<file path="config.mk">
export PLATFORM = sky130hd
export DESIGN_NAME = serial_io_controller
export DESIGN_NICKNAME = d
export VERILOG_FILES = /design/src/rtl/serial_io_controller.sv
export SDC_FILE = /design/constraint.sdc
export NUM_CORES = 1
export LEC_CHECK = 0
export CAP_MARGIN = 15
export CORE_MARGIN = 2
export CORE_UTILIZATION = 54
export DETAILED_ROUTE_END_ITERATION = 8
export HOLD_SLACK_MARGIN = 0.08
export PLACE_DENSITY = 0.79
export SLEW_MARGIN = 20
export SYNTH_ARGS = -nofsm -noshare
export SYNTH_HDL_FRONTEND = slang
export SYNTH_SLANG_ARGS = --single-unit
</file>
<file path="constraint.sdc">
create_clock -name clock -period 3.12 [get_ports clock]
set_input_delay 0.468 -clock clock [delete_from_list [all_inputs] [get_ports clock]]
set_output_delay 0.468 -clock clock [all_outputs]
set_load 0.03 [all_outputs]
</file>
<file path="src/rtl/serial_io_controller.sv">
// Byte-wide serial I/O bridge between the CPU data port and a UART: an RX FIFO read by the CPU
// and a TX FIFO drained into the transmitter by a small handshake FSM. Sticky overflow flags.
module serial_io_controller #(
  parameter int unsigned DEPTH_LOG2 = 2
) (
  input  logic                  clock,
  input  logic                  reset,
  input  logic                  serial_rden_in,
  input  logic                  serial_wren_in,
  input  logic [7:0]            serial_wrdata_in,
  output logic [7:0]            serial_rddata_out,
  output logic                  serial_valid_out,
  output logic                  serial_ready_out,
  input  logic [7:0]            uart_rx_data_in,
  input  logic                  uart_rx_valid_in,
  output logic [7:0]            uart_tx_data_out,
  output logic                  uart_tx_valid_out,
  input  logic                  uart_tx_ready_in,
  input  logic                  status_clear_in,
  output logic                  rx_overflow_out,
  output logic                  tx_overflow_out,
  output logic [DEPTH_LOG2:0]   rx_count_out,
  output logic [DEPTH_LOG2:0]   tx_count_out
);

  localparam int unsigned Depth = 1 << DEPTH_LOG2;
  localparam logic [DEPTH_LOG2:0]   FullCount = (DEPTH_LOG2 + 1)'(Depth);
  localparam logic [DEPTH_LOG2:0]   CntOne    = (DEPTH_LOG2 + 1)'(1);
  localparam logic [DEPTH_LOG2-1:0] PtrOne    = DEPTH_LOG2'(1);

  typedef enum logic [1:0] {StIdle, StSend, StGap} state_e;

  logic [7:0] rx_mem [Depth];
  logic [7:0] tx_mem [Depth];

  logic [DEPTH_LOG2-1:0] rx_wptr_q, rx_rptr_q, tx_wptr_q, tx_rptr_q;
  logic [DEPTH_LOG2:0]   rx_count_q, rx_count_d, tx_count_q, tx_count_d;
  logic [7:0]            tx_data_q;
  logic                  rx_ovf_q, tx_ovf_q;
  state_e                state_q, state_d;

  logic rx_push, rx_pop, rx_drop, tx_push, tx_pop, tx_drop, tx_valid;

  // Fullness is judged on registered counts only, so a same-edge pop never makes room.
  assign rx_push = uart_rx_valid_in && (rx_count_q != FullCount);
  assign rx_drop = uart_rx_valid_in && (rx_count_q == FullCount);
  assign rx_pop  = serial_rden_in && (rx_count_q != '0);
  assign tx_push = serial_wren_in && serial_ready_out;
  assign tx_drop = serial_wren_in && !serial_ready_out;

  always_comb begin
    rx_count_d = rx_count_q;
    if (rx_push && !rx_pop) begin
      rx_count_d = rx_count_q + CntOne;
    end else if (!rx_push && rx_pop) begin
      rx_count_d = rx_count_q - CntOne;
    end
    tx_count_d = tx_count_q;
    if (tx_push && !tx_pop) begin
      tx_count_d = tx_count_q + CntOne;
    end else if (!tx_push && tx_pop) begin
      tx_count_d = tx_count_q - CntOne;
    end
  end

  always_comb begin
    state_d  = state_q;
    tx_pop   = 1'b0;
    tx_valid = 1'b0;
    unique case (state_q)
      StIdle: begin
        if (tx_count_q != '0) begin
          tx_pop  = 1'b1;
          state_d = StSend;
        end
      end
      StSend: begin
        tx_valid = 1'b1;
        if (uart_tx_ready_in) state_d = StGap;
      end
      StGap:   state_d = StIdle;
      default: state_d = StIdle;
    endcase
  end

  always_ff @(posedge clock) begin
    if (!reset && rx_push) rx_mem[rx_wptr_q] <= uart_rx_data_in;
    if (!reset && tx_push) tx_mem[tx_wptr_q] <= serial_wrdata_in;
  end

  always_ff @(posedge clock) begin
    if (reset) begin
      rx_wptr_q  <= '0;
      rx_rptr_q  <= '0;
      tx_wptr_q  <= '0;
      tx_rptr_q  <= '0;
      rx_count_q <= '0;
      tx_count_q <= '0;
      tx_data_q  <= 8'h00;
      rx_ovf_q   <= 1'b0;
      tx_ovf_q   <= 1'b0;
      state_q    <= StIdle;
    end else begin
      if (rx_push) rx_wptr_q <= rx_wptr_q + PtrOne;
      if (rx_pop)  rx_rptr_q <= rx_rptr_q + PtrOne;
      if (tx_push) tx_wptr_q <= tx_wptr_q + PtrOne;
      if (tx_pop) begin
        tx_rptr_q <= tx_rptr_q + PtrOne;
        tx_data_q <= tx_mem[tx_rptr_q];
      end
      rx_count_q <= rx_count_d;
      tx_count_q <= tx_count_d;
      state_q    <= state_d;
      // A fresh overflow outranks a same-edge clear.
      if (rx_drop)              rx_ovf_q <= 1'b1;
      else if (status_clear_in) rx_ovf_q <= 1'b0;
      if (tx_drop)              tx_ovf_q <= 1'b1;
      else if (status_clear_in) tx_ovf_q <= 1'b0;
    end
  end

  assign serial_rddata_out = (rx_count_q != '0) ? rx_mem[rx_rptr_q] : 8'h00;
  assign serial_valid_out  = (rx_count_q != '0);
  assign serial_ready_out  = (tx_count_q != FullCount);
  assign uart_tx_data_out  = tx_data_q;
  assign uart_tx_valid_out = tx_valid;
  assign rx_overflow_out   = rx_ovf_q;
  assign tx_overflow_out   = tx_ovf_q;
  assign rx_count_out      = rx_count_q;
  assign tx_count_out      = tx_count_q;

endmodule

</file>
==> results.rst, run 1 <==
.. list-table::
   :header-rows: 1

   * - Metric
     - Value
   * - Result of the run
     - finished, final reports clean
   * - Final worst-path cycle share
     - 91.8%
   * - Leakage component of the power
     - 1.54 nW
   * - Effective utilization at floorplan
     - 55.2%
   * - Sequential-to-total area share from yosys stat
     - 66.9%
   * - Endpoint of the lowest-slack register-to-register path
     - tx_count_out[2]
   * - Clock root buffer
     - clkbuf_8
   * - Largest buffer count on any clock path
     - 2
   * - Length of the first detailed-routing pass in iterations
     - 4
   * - Die extent in x
     - 86.9 um
   * - Number of port buffers
     - 49
   * - Cell Pwr Density
     - 838 nW/um^2
   * - Sequential power share
     - 44.2%
   * - Mapped Area
     - 3710 sq um
   * - CP Data Required Time
     - 2.65 ns
   * - Slew at the pin closest to its max-slew limit
     - 0.916 ns
   * - Main synth FF type
     - edfxtp_1
   * - Routed via count divided by cell count
     - 5.46
   * - Vias after detailed routing
     - 2080
   * - Flop and latch count out of synthesis
     - 92
   * - Total overflow reported by the global router
     - 0
   * - Peak ir drop on the vdd network
     - 369 uV
   * - Worst Hold Launch
     - uart_tx_data_out[4]
   * - Count of distinct cell types in the synthesized netlist
     - 31
   * - Synthesis Warnings
     - 0
   * - Clk_lat worst skew
     - 0.36 ns
   * - Path type of the worst setup path
     - flip-flop to primary output
   * - Worst hold stages
     - 2
   * - Endpoint with the worst hold slack
     - uart_tx_data_out[4]
   * - CTS clock-pin slew for the worst setup and hold paths
     - 0.09 ns
   * - Vias in the first global route
     - 2167
   * - Weighted congestion reported at the end of routability-driven placement
     - 0.750
   * - R2r worst-path depth
     - 8
   * - DIE HEIGHT
     - 86.9 um
   * - Placed instance area
     - 4270 sq um
   * - Fmax
     - 349 MHz
   * - Routed len/inst
     - 16.9 um
   * - Start of the worst register-to-register path
     - tx_count_out[0]
   * - Relative slew slack
     - 38.5%
   * - Cell row count
     - 30
   * - Count of max-cap constraint violations
     - 0
   * - Number of antenna diodes
     - 0
   * - Core footprint
     - 6720 sq um
   * - Inst Count DP
     - 365
   * - Cells after synthesis
     - 243
   * - Fraction of power consumed by combinational cells
     - 35.9%
   * - Final total negative setup slack
     - 0 ns
   * - Initial antenna violation count
     - 0
   * - Clock network fraction of total power
     - 19.8%
   * - GRT Util Overall
     - 18.8%
   * - Path type of the worst min-delay path
     - flip-flop to flip-flop
   * - Clock tree sinks
     - 92
   * - Final Non-Filler Cells
     - 381
   * - Pin count of the biggest net entering global routing
     - 29
   * - Unrepaired setup endpoints after global routing
     - false
   * - CTS Buf Count
     - 9
   * - Number of slew-limit violations in the final report
     - 0
   * - Half-perimeter wire length of the detailed placement result
     - 4600 um
   * - Initial DRC Count
     - 141
   * - Net switching power
     - 1.33 mW
   * - Clock Skews
     - 0.00972 ns
   * - Area enclosed by the die boundary
     - 7550 sq um
   * - Syn Nets
     - 278
   * - Clock tree from TritonCTS
     - done
   * - Nets
     - 331
   * - Hold violation total from the final report
     - 0
   * - Setup violation total in the final timing report
     - 0
   * - Post-synthesis async set-or-reset flop share
     - 0%
   * - Power Internal
     - 2.40 mW
   * - Mean instance size in the synthesized netlist
     - 15.3 sq um
   * - Total of hold buffers inserted after clock tree synthesis
     - 0
   * - I/O Pins
     - 50
   * - Final instance area
     - 4450 sq um
   * - Crit end category
     - primary output
   * - Number of levels the H-tree was split into
     - 3
   * - Arrival time reported for the critical path endpoint
     - 2.40 ns
   * - Top fanout value on the critical path
     - 9
   * - Drt drc
     - 0
   * - CP startpoint kind
     - flip-flop
   * - Total Power Consumption
     - 3.73 mW
   * - Proportion of layout cells with a drive suffix above 1
     - 12.3%
   * - Routed WL
     - 6440 um
   * - Count of nets left with antenna violations after detail routing
     - 0
   * - Worst reg2reg setup slack
     - 0.64 ns
   * - Final Hold Slack
     - 0.484 ns
   * - Area added between synthesis and finish
     - 19.9%
   * - Resized Gates After CTS
     - 0
   * - Number of enable-type register cells in the synthesized netlist
     - 64
   * - Global-route wire length before repair
     - 10600 um
   * - Switching portion of total power
     - 35.6%
   * - Number of setup buffers added after CTS
     - 0
   * - Min Clock Period, post-route
     - 2.86 ns
[critical path: stages, from the launching register on]
cell and delay (ns):
dfxtp_1 0.41, nor3_1 0.78, and2b_1 0.27, clkdlybuf4s50_1 0.58
[metrics by stage]
stage,worst slack (ns),utilization (%)
final,0.257,66.2
after global routing,0.0839,66.2
after CTS,0.206,66.2
after detailed placement,0.578,63.5
after global placement,0.666,63.5
after floorplan,0.813,-
[power groups by stage]
stage / Sequential [mW] / Combinational (mW) / Clock [mW]
final: 1.65 / 1.34 / 0.740
after global routing: 1.68 / 1.45 / 0.798
after CTS: 1.65 / 1.35 / 0.755
after detailed placement: 1.68 / 1.35 / 0
after global placement: 1.67 / 1.30 / 0
after floorplan: 1.71 / 0.848 / 0
[routing by layer]
| metal | vias to the layer above | track usage, % | routed length, um |
|---|---|---|---|
| met1 | 1012 | 23.0 | 2740 |
| met2 | 46 | 31.9 | 3350 |
| li1 | 1011 | - | - |
| met5 | - | 0 | 0 |
| met3 | 11 | 3.98 | 229 |
| met4 | 0 | 8.66 | 122 |
[kinds of logic (layout without fill, tap and decap cells)]
family,Yosys count,in the layout,synth area share [%]
adders and majority gates,12,12,4.45
DFF,92,92,66.9
and+or+nand+nor,60,60,9.44
buffers and inverters,19,77,2.33
muxes,19,19,10.6
xor gates and xnor gates,6,6,1.42
AOI/OAI and AO/OA,35,35,4.89
[sequential cells by signal, indices dropped and copies added (netlist names), named ones only]
register          count
rx_count_out          3
tx_rptr_q             2
tx_overflow_out       1
rx_wptr_q             2
tx_mem               32
state_q               2
tx_count_out          3
rx_overflow_out       1
uart_tx_data_out      8
rx_mem               32
rx_rptr_q             2
tx_wptr_q             2
[layout make-up]
type	count	area, sq um
sequential	92	2480
clock inverter	7	57.6
clock buffer	9	124
inverter	10	37.5
timing repair buffer	51	505
multi-input combinational	132	1140
tap	80	100
fill	471	2270
[synthesized netlist by cell type (4+ instances only)]
cell type | number | area share (%)
o21ai_0 | 15 | 2.0
clkbuf_1 | 4 | 0.40
nand3_1 | 9 | 1.2
nor2_1 | 13 | 1.3
dfxtp_1 | 28 | 15
inv_1 | 10 | 1.0
and2_1 | 8 | 1.3
mux4_2 | 16 | 9.7
or3_1 | 6 | 1.0
nor2b_1 | 9 | 1.5
a21oi_1 | 18 | 2.4
ha_1 | 10 | 3.4
edfxtp_1 | 64 | 52
xor2_1 | 6 | 1.4
[how the worst max path moves through the flow]
stage | startpoint | end
after floorplan | tx_count_out[0] | tx_count_out[2]
final | rx_count_out[0] | serial_rddata_out[6]
after global placement | uart_rx_valid_in | rx_count_out[2]
after detailed placement | uart_rx_valid_in | rx_count_out[2]
after global routing | rx_count_out[0] | serial_rddata_out[6]
after CTS | rx_count_out[0] | serial_rddata_out[6]
[layout by cell type (no fill, tap or decap)]
master,instances
o21ai_0,15
inv_1,10
nand2b_1,1
fa_1,2
nor2_1,13
nor3_1,3
mux2_1,1
mux4_2,16
or3_1,6
inv_6,2
mux2i_1,2
ha_1,10
nor3_2,1
or2_1,1
xor2_1,6
edfxtp_1,64
a21oi_1,18
clkinv_2,2
and2_1,8
clkbuf_8,9
clkinvlp_4,1
and3b_1,1
nor3b_2,2
inv_8,2
nand3_1,9
and2b_1,3
nand3b_1,2
nor2b_1,9
nand2_1,1
dfxtp_1,28
buf_4,2
o311ai_0,1
o31ai_1,1
clkdlybuf4s50_1,49
No activity file was read; power rests on OpenSTA's default activity.
==> inputs of run 2 (changes only) <==
--- a/config.mk
+++ b/config.mk
@@ -6,7 +6,7 @@
 export NUM_CORES = 1
 export LEC_CHECK = 0
 export CAP_MARGIN = 15
-export CORE_MARGIN = 2
+export CORE_ASPECT_RATIO = 2
 export CORE_UTILIZATION = 54
 export DETAILED_ROUTE_END_ITERATION = 8
 export HOLD_SLACK_MARGIN = 0.08
==> run 2 against run 1 <==
Net effect:
- register-to-register slack gained 0.03 ns
- critical path type unchanged
- routed wire length grew 1.1%
- clock skew shrank 0.0046 ns
==> results.rst, run 2 (synthesis gave the netlist of run 1 again) <==
.. list-table::
   :header-rows: 1

   * - Metric
     - Value
   * - Routed via count divided by cell count
     - 5.45 (was 5.46)
   * - Number of setup buffers added after CTS
     - 0 (unchanged)
   * - Global-route wire length before repair
     - 10500 um (was 10600 um)
   * - Routed len/inst
     - 16.7 um (was 16.9 um)
   * - Initial antenna violation count
     - 0 (unchanged)
   * - Hold violation total from the final report
     - 0 (unchanged)
   * - Path type of the worst setup path
     - flip-flop to primary output (unchanged)
   * - Unrepaired setup endpoints after global routing
     - false (unchanged)
   * - Number of filler instances in the final layout
     - 491 (was 471)
   * - Fraction of power consumed by combinational cells
     - 32.2% (was 35.9%)
   * - Area enclosed by the die boundary
     - 7230 sq um (was 7550 sq um)
   * - CP startpoint kind
     - flip-flop (unchanged)
   * - Worst slack at placement
     - 0.569 ns (was 0.578 ns)
   * - Number of levels the H-tree was split into
     - 3 (unchanged)
   * - Cell row count
     - 42 (was 30)
   * - Proportion of layout cells with a drive suffix above 1
     - 12.6% (was 12.3%)
   * - DIE HEIGHT
     - 119 um (was 86.9 um)
   * - CP Data Required Time
     - 2.65 ns (about the same)
   * - Total overflow reported by the global router
     - 0 (unchanged)
   * - Slew at the pin closest to its max-slew limit
     - 0.896 ns (was 0.916 ns)
   * - Weighted congestion reported at the end of routability-driven placement
     - 0.760 (was 0.750)
   * - Relative slew slack
     - 39.8% (was 38.5%)
   * - Fmax
     - 356 MHz (was 349 MHz)
   * - Count of nets left with antenna violations after detail routing
     - 0 (unchanged)
   * - Total of hold buffers inserted after clock tree synthesis
     - 0 (unchanged)
   * - Clock Skews
     - 0.00516 ns (was 0.00972 ns)
   * - Leakage component of the power
     - 1.61 nW (was 1.54 nW)
   * - Path type of the worst min-delay path
     - flip-flop to flip-flop (unchanged)
   * - Count of max-cap constraint violations
     - 0 (unchanged)
   * - Fraction of met1 tracks used by global routing
     - 21.9% (was 23.0%)
   * - Final worst-path cycle share
     - 90.1% (was 91.8%)
   * - Register cell area after layout
     - 2480 sq um (unchanged)
   * - Setup slack of the critical path after layout
     - 0.308 ns (was 0.257 ns)
   * - Effective utilization at floorplan
     - 56.0% (was 55.2%)
   * - Core footprint
     - 6620 sq um (was 6720 sq um)
   * - Sequential power share
     - 39.9% (was 44.2%)
   * - Clk_lat worst skew
     - 0.34 ns (was 0.36 ns)
   * - Vias in the first global route
     - 2163 (was 2167)
   * - Number of slew-limit violations in the final report
     - 0 (unchanged)
   * - Cells along the critical path
     - nor3_1 > and2b_1 > clkdlybuf4s50_1 (unchanged)
   * - Initial DRC Count
     - 53 (was 141)
   * - Drt drc
     - 0 (unchanged)
   * - Inst Count DP
     - 374 (was 365)
   * - GRT met2 Usage
     - 36.0% (was 31.9%)
   * - Clock tree sinks
     - 92 (unchanged)
   * - Result of the run
     - finished, final reports clean (unchanged)
   * - Cell Pwr Density
     - 899 nW/um^2 (was 838 nW/um^2)
   * - Area added between synthesis and finish
     - 24.2% (was 19.9%)
   * - I/O Pins
     - 50 (unchanged)
   * - Vias after detailed routing
     - 2126 (was 2080)
   * - Die extent in x
     - 60.6 um (was 86.9 um)
   * - Placed instance area
     - 4280 sq um (was 4270 sq um)
   * - Number of port buffers
     - 49 (unchanged)
   * - Final total negative setup slack
     - 0 ns (unchanged)
   * - Clock network fraction of total power
     - 27.9% (was 19.8%)
   * - Largest buffer count on any clock path
     - 2 (unchanged)
   * - CTS Buf Count
     - 9 (unchanged)
   * - Most common cell after layout, fill and taps aside
     - edfxtp_1 (unchanged)
   * - Length of the first detailed-routing pass in iterations
     - 4 (unchanged)
   * - Busiest metal layer after global routing
     - met2 (unchanged)
   * - Top fanout value on the critical path
     - 9 (unchanged)
   * - Min Clock Period, post-route
     - 2.81 ns (was 2.86 ns)
   * - Power Internal
     - 2.82 mW (was 2.40 mW)
   * - Pin count of the biggest net entering global routing
     - 16 (was 29)
   * - Nets
     - 332 (was 331)
   * - Final Non-Filler Cells
     - 390 (was 381)
   * - Largest stage delay, worst path
     - 0.76 ns (was 0.78 ns)
   * - Crit end category
     - primary output (unchanged)
   * - Net switching power
     - 1.33 mW (about the same)
   * - Top library cells by usage in the layout, fill and taps aside
     - edfxtp_1, clkdlybuf4s50_1, dfxtp_1 (unchanged)
   * - GRT Util Overall
     - 20.7% (was 18.8%)
   * - CTS clock-pin slew for the worst setup and hold paths
     - 0.06 ns (was 0.09 ns)
   * - Post-layout util
     - 69.6% (was 66.2%)
   * - Number of antenna diodes
     - 0 (unchanged)
   * - Worst path slowest cell
     - nor3_1 (unchanged)
   * - Global-route met3 utilization
     - 5.32% (was 3.98%)
   * - Switching portion of total power
     - 32.0% (was 35.6%)
   * - Clock root buffer
     - clkbuf_16 (was clkbuf_8)
   * - Routed WL
     - 6520 um (was 6440 um)
   * - Final instance area
     - 4610 sq um (was 4450 sq um)
   * - Half-perimeter wire length of the detailed placement result
     - 4590 um (was 4600 um)
   * - Arrival time reported for the critical path endpoint
     - 2.34 ns (was 2.40 ns)
   * - Peak ir drop on the vdd network
     - 618 uV (was 369 uV)
   * - Resized Gates After CTS
     - 0 (unchanged)
   * - Clock tree from TritonCTS
     - done (unchanged)
   * - Area of the multi-input gates
     - 1140 sq um (unchanged)
   * - Setup violation total in the final timing report
     - 0 (unchanged)
[run 2: routing by layer]
metal,share of wire (%),wire length [um]
met2,57,3710
met4,3.0,195
met1,37,2420
met5,0,0
met3,3.0,195
[run 2: path summary, 6_finish.rpt]
path | cells after the start | startpoint | end | slack [ns]
max | 3 | rx_count_out[0] | serial_rddata_out[0] | 0.31
min | 2 | uart_tx_data_out[5] | uart_tx_data_out[5] | 0.49
max reg2reg | 8 | tx_count_out[0] | tx_count_out[2] | 0.67
min reg2reg | 2 | uart_tx_data_out[5] | uart_tx_data_out[5] | 0.49
[run 2: area by class of cell]
cell class	count	area share (%)
inverter	10	0.814
multi-input combinational	132	24.8
clock buffer	10	5.18
timing repair buffer	52	11.1
clock inverter	6	1.87
sequential	92	53.9
tap	88	2.39
[run 2: through the flow]
| stage | hold WS, ns | total power, mW |
|---|---|---|
| 2_1_floorplan | 0.485 | 2.56 |
| 3_3_place_gp | 0.465 | 2.98 |
| 3_5_place_dp | 0.477 | 3.02 |
| 4_1_cts | 0.485 | 4.18 |
| 5_1_grt | 0.509 | 4.36 |
| 6_report | 0.488 | 4.15 |
[run 2: critical path, delay by kind of cell, from the launching register on]
kind | cells | cell delay (ns)
buf+inv | 1 | 0.59
simple gates | 2 | 1.03
flops | 1 | 0.39
[run 2: power by group through the flow]
stage                     clock network [mW]  logic (mW)  registers [mW]
after floorplan                            0       0.848            1.71
after CTS                               1.17        1.35            1.66
final                                   1.15        1.34            1.65
after global placement                     0        1.31            1.67
after detailed placement                   0        1.34            1.68
after global routing                    1.22        1.45            1.68
==> inputs of run 3 (changes only) <==
--- a/config.mk
+++ b/config.mk
@@ -7,10 +7,10 @@
 export LEC_CHECK = 0
 export CAP_MARGIN = 15
 export CORE_ASPECT_RATIO = 2
-export CORE_UTILIZATION = 54
+export CORE_UTILIZATION = 52
 export DETAILED_ROUTE_END_ITERATION = 8
 export HOLD_SLACK_MARGIN = 0.08
-export PLACE_DENSITY = 0.79
+export PLACE_DENSITY = 0.76
 export SLEW_MARGIN = 20
 export SYNTH_ARGS = -nofsm -noshare
 export SYNTH_HDL_FRONTEND = slang
==> run 3 against run 2 <==
Net effect:
- critical path type unchanged
- sequential power about the same
- clock skew about the same
- hold slack better by 0.0022 ns
- largest power group unchanged
- largest cell class unchanged
==> results.rst, run 3 (synthesis gave the netlist of run 1 again) <==
.. list-table::
   :header-rows: 1

   * - Metric
     - Value
   * - Result of the run
     - finished, final reports clean (unchanged)
   * - Setup violation total in the final timing report
     - 0 (unchanged)
   * - DIE HEIGHT
     - 121 um (was 119 um)
   * - CP startpoint kind
     - flip-flop (unchanged)
   * - Routed via count divided by cell count
     - 5.35 (was 5.45)
   * - Peak ir drop on the vdd network
     - 545 uV (was 618 uV)
   * - Vias after detailed routing
     - 2091 (was 2126)
   * - Leakage component of the power
     - 1.60 nW (was 1.61 nW)
   * - I/O Pins
     - 50 (unchanged)
   * - GRT Util Overall
     - 19.5% (was 20.7%)
   * - Area of the multi-input gates
     - 1150 sq um (was 1140 sq um)
   * - Clock tree from TritonCTS
     - done (unchanged)
   * - Nets
     - 331 (was 332)
   * - Slew at the pin closest to its max-slew limit
     - 0.659 ns (was 0.896 ns)
   * - Most common cell after layout, fill and taps aside
     - edfxtp_1 (unchanged)
   * - Cell row count
     - 43 (was 42)
   * - Number of antenna diodes
     - 0 (unchanged)
   * - Clk_lat worst skew
     - 0.33 ns (was 0.34 ns)
   * - CP Data Required Time
     - 2.65 ns (about the same)
   * - Global-route wire length before repair
     - 10200 um (was 10500 um)
   * - Number of levels the H-tree was split into
     - 3 (unchanged)
   * - Die extent in x
     - 61.7 um (was 60.6 um)
   * - Initial DRC Count
     - 62 (was 53)
   * - Initial antenna violation count
     - 0 (unchanged)
   * - Register cell area after layout
     - 2480 sq um (unchanged)
   * - CTS clock-pin slew for the worst setup and hold paths
     - 0.06 ns (about the same)
   * - Half-perimeter wire length of the detailed placement result
     - 4570 um (was 4590 um)
   * - Clock tree sinks
     - 92 (unchanged)
   * - Drt drc
     - 0 (unchanged)
   * - Fmax
     - 357 MHz (was 356 MHz)
   * - Length of the first detailed-routing pass in iterations
     - 4 (unchanged)
   * - Area added between synthesis and finish
     - 24.2% (about the same)
   * - Min Clock Period, post-route
     - 2.80 ns (was 2.81 ns)
   * - Weighted congestion reported at the end of routability-driven placement
     - 0.750 (was 0.760)
   * - Proportion of layout cells with a drive suffix above 1
     - 12.6% (about the same)
   * - Core footprint
     - 6940 sq um (was 6620 sq um)
   * - Unrepaired setup endpoints after global routing
     - false (unchanged)
   * - Effective utilization at floorplan
     - 53.5% (was 56.0%)
   * - CTS Buf Count
     - 9 (unchanged)
   * - Hold violation total from the final report
     - 0 (unchanged)
   * - Top library cells by usage in the layout, fill and taps aside
     - edfxtp_1, clkdlybuf4s50_1, dfxtp_1 (unchanged)
   * - Final Hold Slack
     - 0.491 ns (was 0.488 ns)
   * - Routed len/inst
     - 16.0 um (was 16.7 um)
   * - Clock Skews
     - 0.00497 ns (was 0.00516 ns)
   * - Cell Pwr Density
     - 896 nW/um^2 (was 899 nW/um^2)
   * - Number of port buffers
     - 49 (unchanged)
   * - Crit end category
     - primary output (unchanged)
   * - Busiest metal layer after global routing
     - met2 (unchanged)
   * - Count of nets left with antenna violations after detail routing
     - 0 (unchanged)
   * - Pin count of the biggest net entering global routing
     - 25 (was 16)
   * - Total overflow reported by the global router
     - 0 (unchanged)
   * - Routed WL
     - 6270 um (was 6520 um)
   * - Fraction of met1 tracks used by global routing
     - 20.5% (was 21.9%)
   * - GRT met2 Usage
     - 34.5% (was 36.0%)
   * - Number of setup buffers added after CTS
     - 0 (unchanged)
   * - Number of filler instances in the final layout
     - 490 (was 491)
   * - Arrival time reported for the critical path endpoint
     - 2.33 ns (was 2.34 ns)
   * - Clock root buffer
     - clkbuf_16 (unchanged)
   * - Resized Gates After CTS
     - 0 (unchanged)
   * - Global-route met3 utilization
     - 3.52% (was 5.32%)
   * - Number of slew-limit violations in the final report
     - 0 (unchanged)
   * - Vias in the first global route
     - 2111 (was 2163)
   * - Top fanout value on the critical path
     - 8 (was 9)
   * - Area enclosed by the die boundary
     - 7500 sq um (was 7230 sq um)
   * - Total of hold buffers inserted after clock tree synthesis
     - 0 (unchanged)
   * - Relative slew slack
     - 56.0% (was 39.8%)
   * - Final worst-path cycle share
     - 89.8% (was 90.1%)
   * - Path type of the worst min-delay path
     - flip-flop to flip-flop (unchanged)
   * - Largest buffer count on any clock path
     - 2 (unchanged)
   * - Final total negative setup slack
     - 0 ns (unchanged)
   * - Count of max-cap constraint violations
     - 0 (unchanged)
   * - Path type of the worst setup path
     - flip-flop to primary output (unchanged)
run 3: cell types whose count changed in the layout (fill, tap and decap cells not counted):
cell	change
clkinvlp_4	+1
nor3_1	-1
clkinv_2	-1
buf_4	-1
clkbuf_8	-1
inv_6	+1
nor3_2	+1
run 3: path summary, 6_finish.rpt:
check	from	to	slack [ns]	depth (start not counted)
setup / recovery	flip-flop	serial_rddata_out[5]	0.32	3
hold / removal	uart_tx_data_out[0]	uart_tx_data_out[0]	0.49	2
setup reg to reg	tx_count_out[0]	tx_count_out[2]	0.71	8
hold reg to reg	uart_tx_data_out[0]	uart_tx_data_out[0]	0.49	2
run 3: final cells by class:
| type | instances | share of cell area, % |
|---|---|---|
| clock buffer | 9 | 4.89 |
| clock inverter | 7 | 2.12 |
| inverter | 10 | 0.815 |
| multi-input combinational | 132 | 24.9 |
| sequential | 92 | 53.9 |
| tap | 90 | 2.44 |
| timing repair buffer | 51 | 11.0 |
run 3: stage by stage:
step	util [%]	power, mW	std cells	setup slack (ns)	cell area, sq um
finish	66.4	4.13	391	0.318	4610
global route	66.4	4.35	391	0.148	4610
CTS	66.3	4.17	391	0.152	4600
detailed placement	61.7	3.02	375	0.520	4280
global placement	61.7	2.99	375	0.519	4280
floorplan	-	2.56	243	0.813	3710
run 3: power by group:
| group | internal (mW) | total (mW) | switching (mW) | leakage, nW |
|---|---|---|---|---|
| clock network | 0.705 | 1.15 | 0.440 | 0.152 |
| logic | 0.635 | 1.33 | 0.693 | 0.634 |
| registers | 1.46 | 1.65 | 0.193 | 0.811 |
run 3: critical path, stage by stage (launching register included):
cell and delay, ns:
dfxtp_1 0.67, mux4_2 0.57, nor2b_1 0.14, clkdlybuf4s50_1 0.61
run 3: metal layers:
| metal | share of wire [%] | up-vias |
|---|---|---|
| li1 | - | 1016 |
| met1 | 37 | 1023 |
| met2 | 58 | 42 |
| met3 | 2.5 | 10 |
| met4 | 2.1 | 0 |
| met5 | 0 | - |
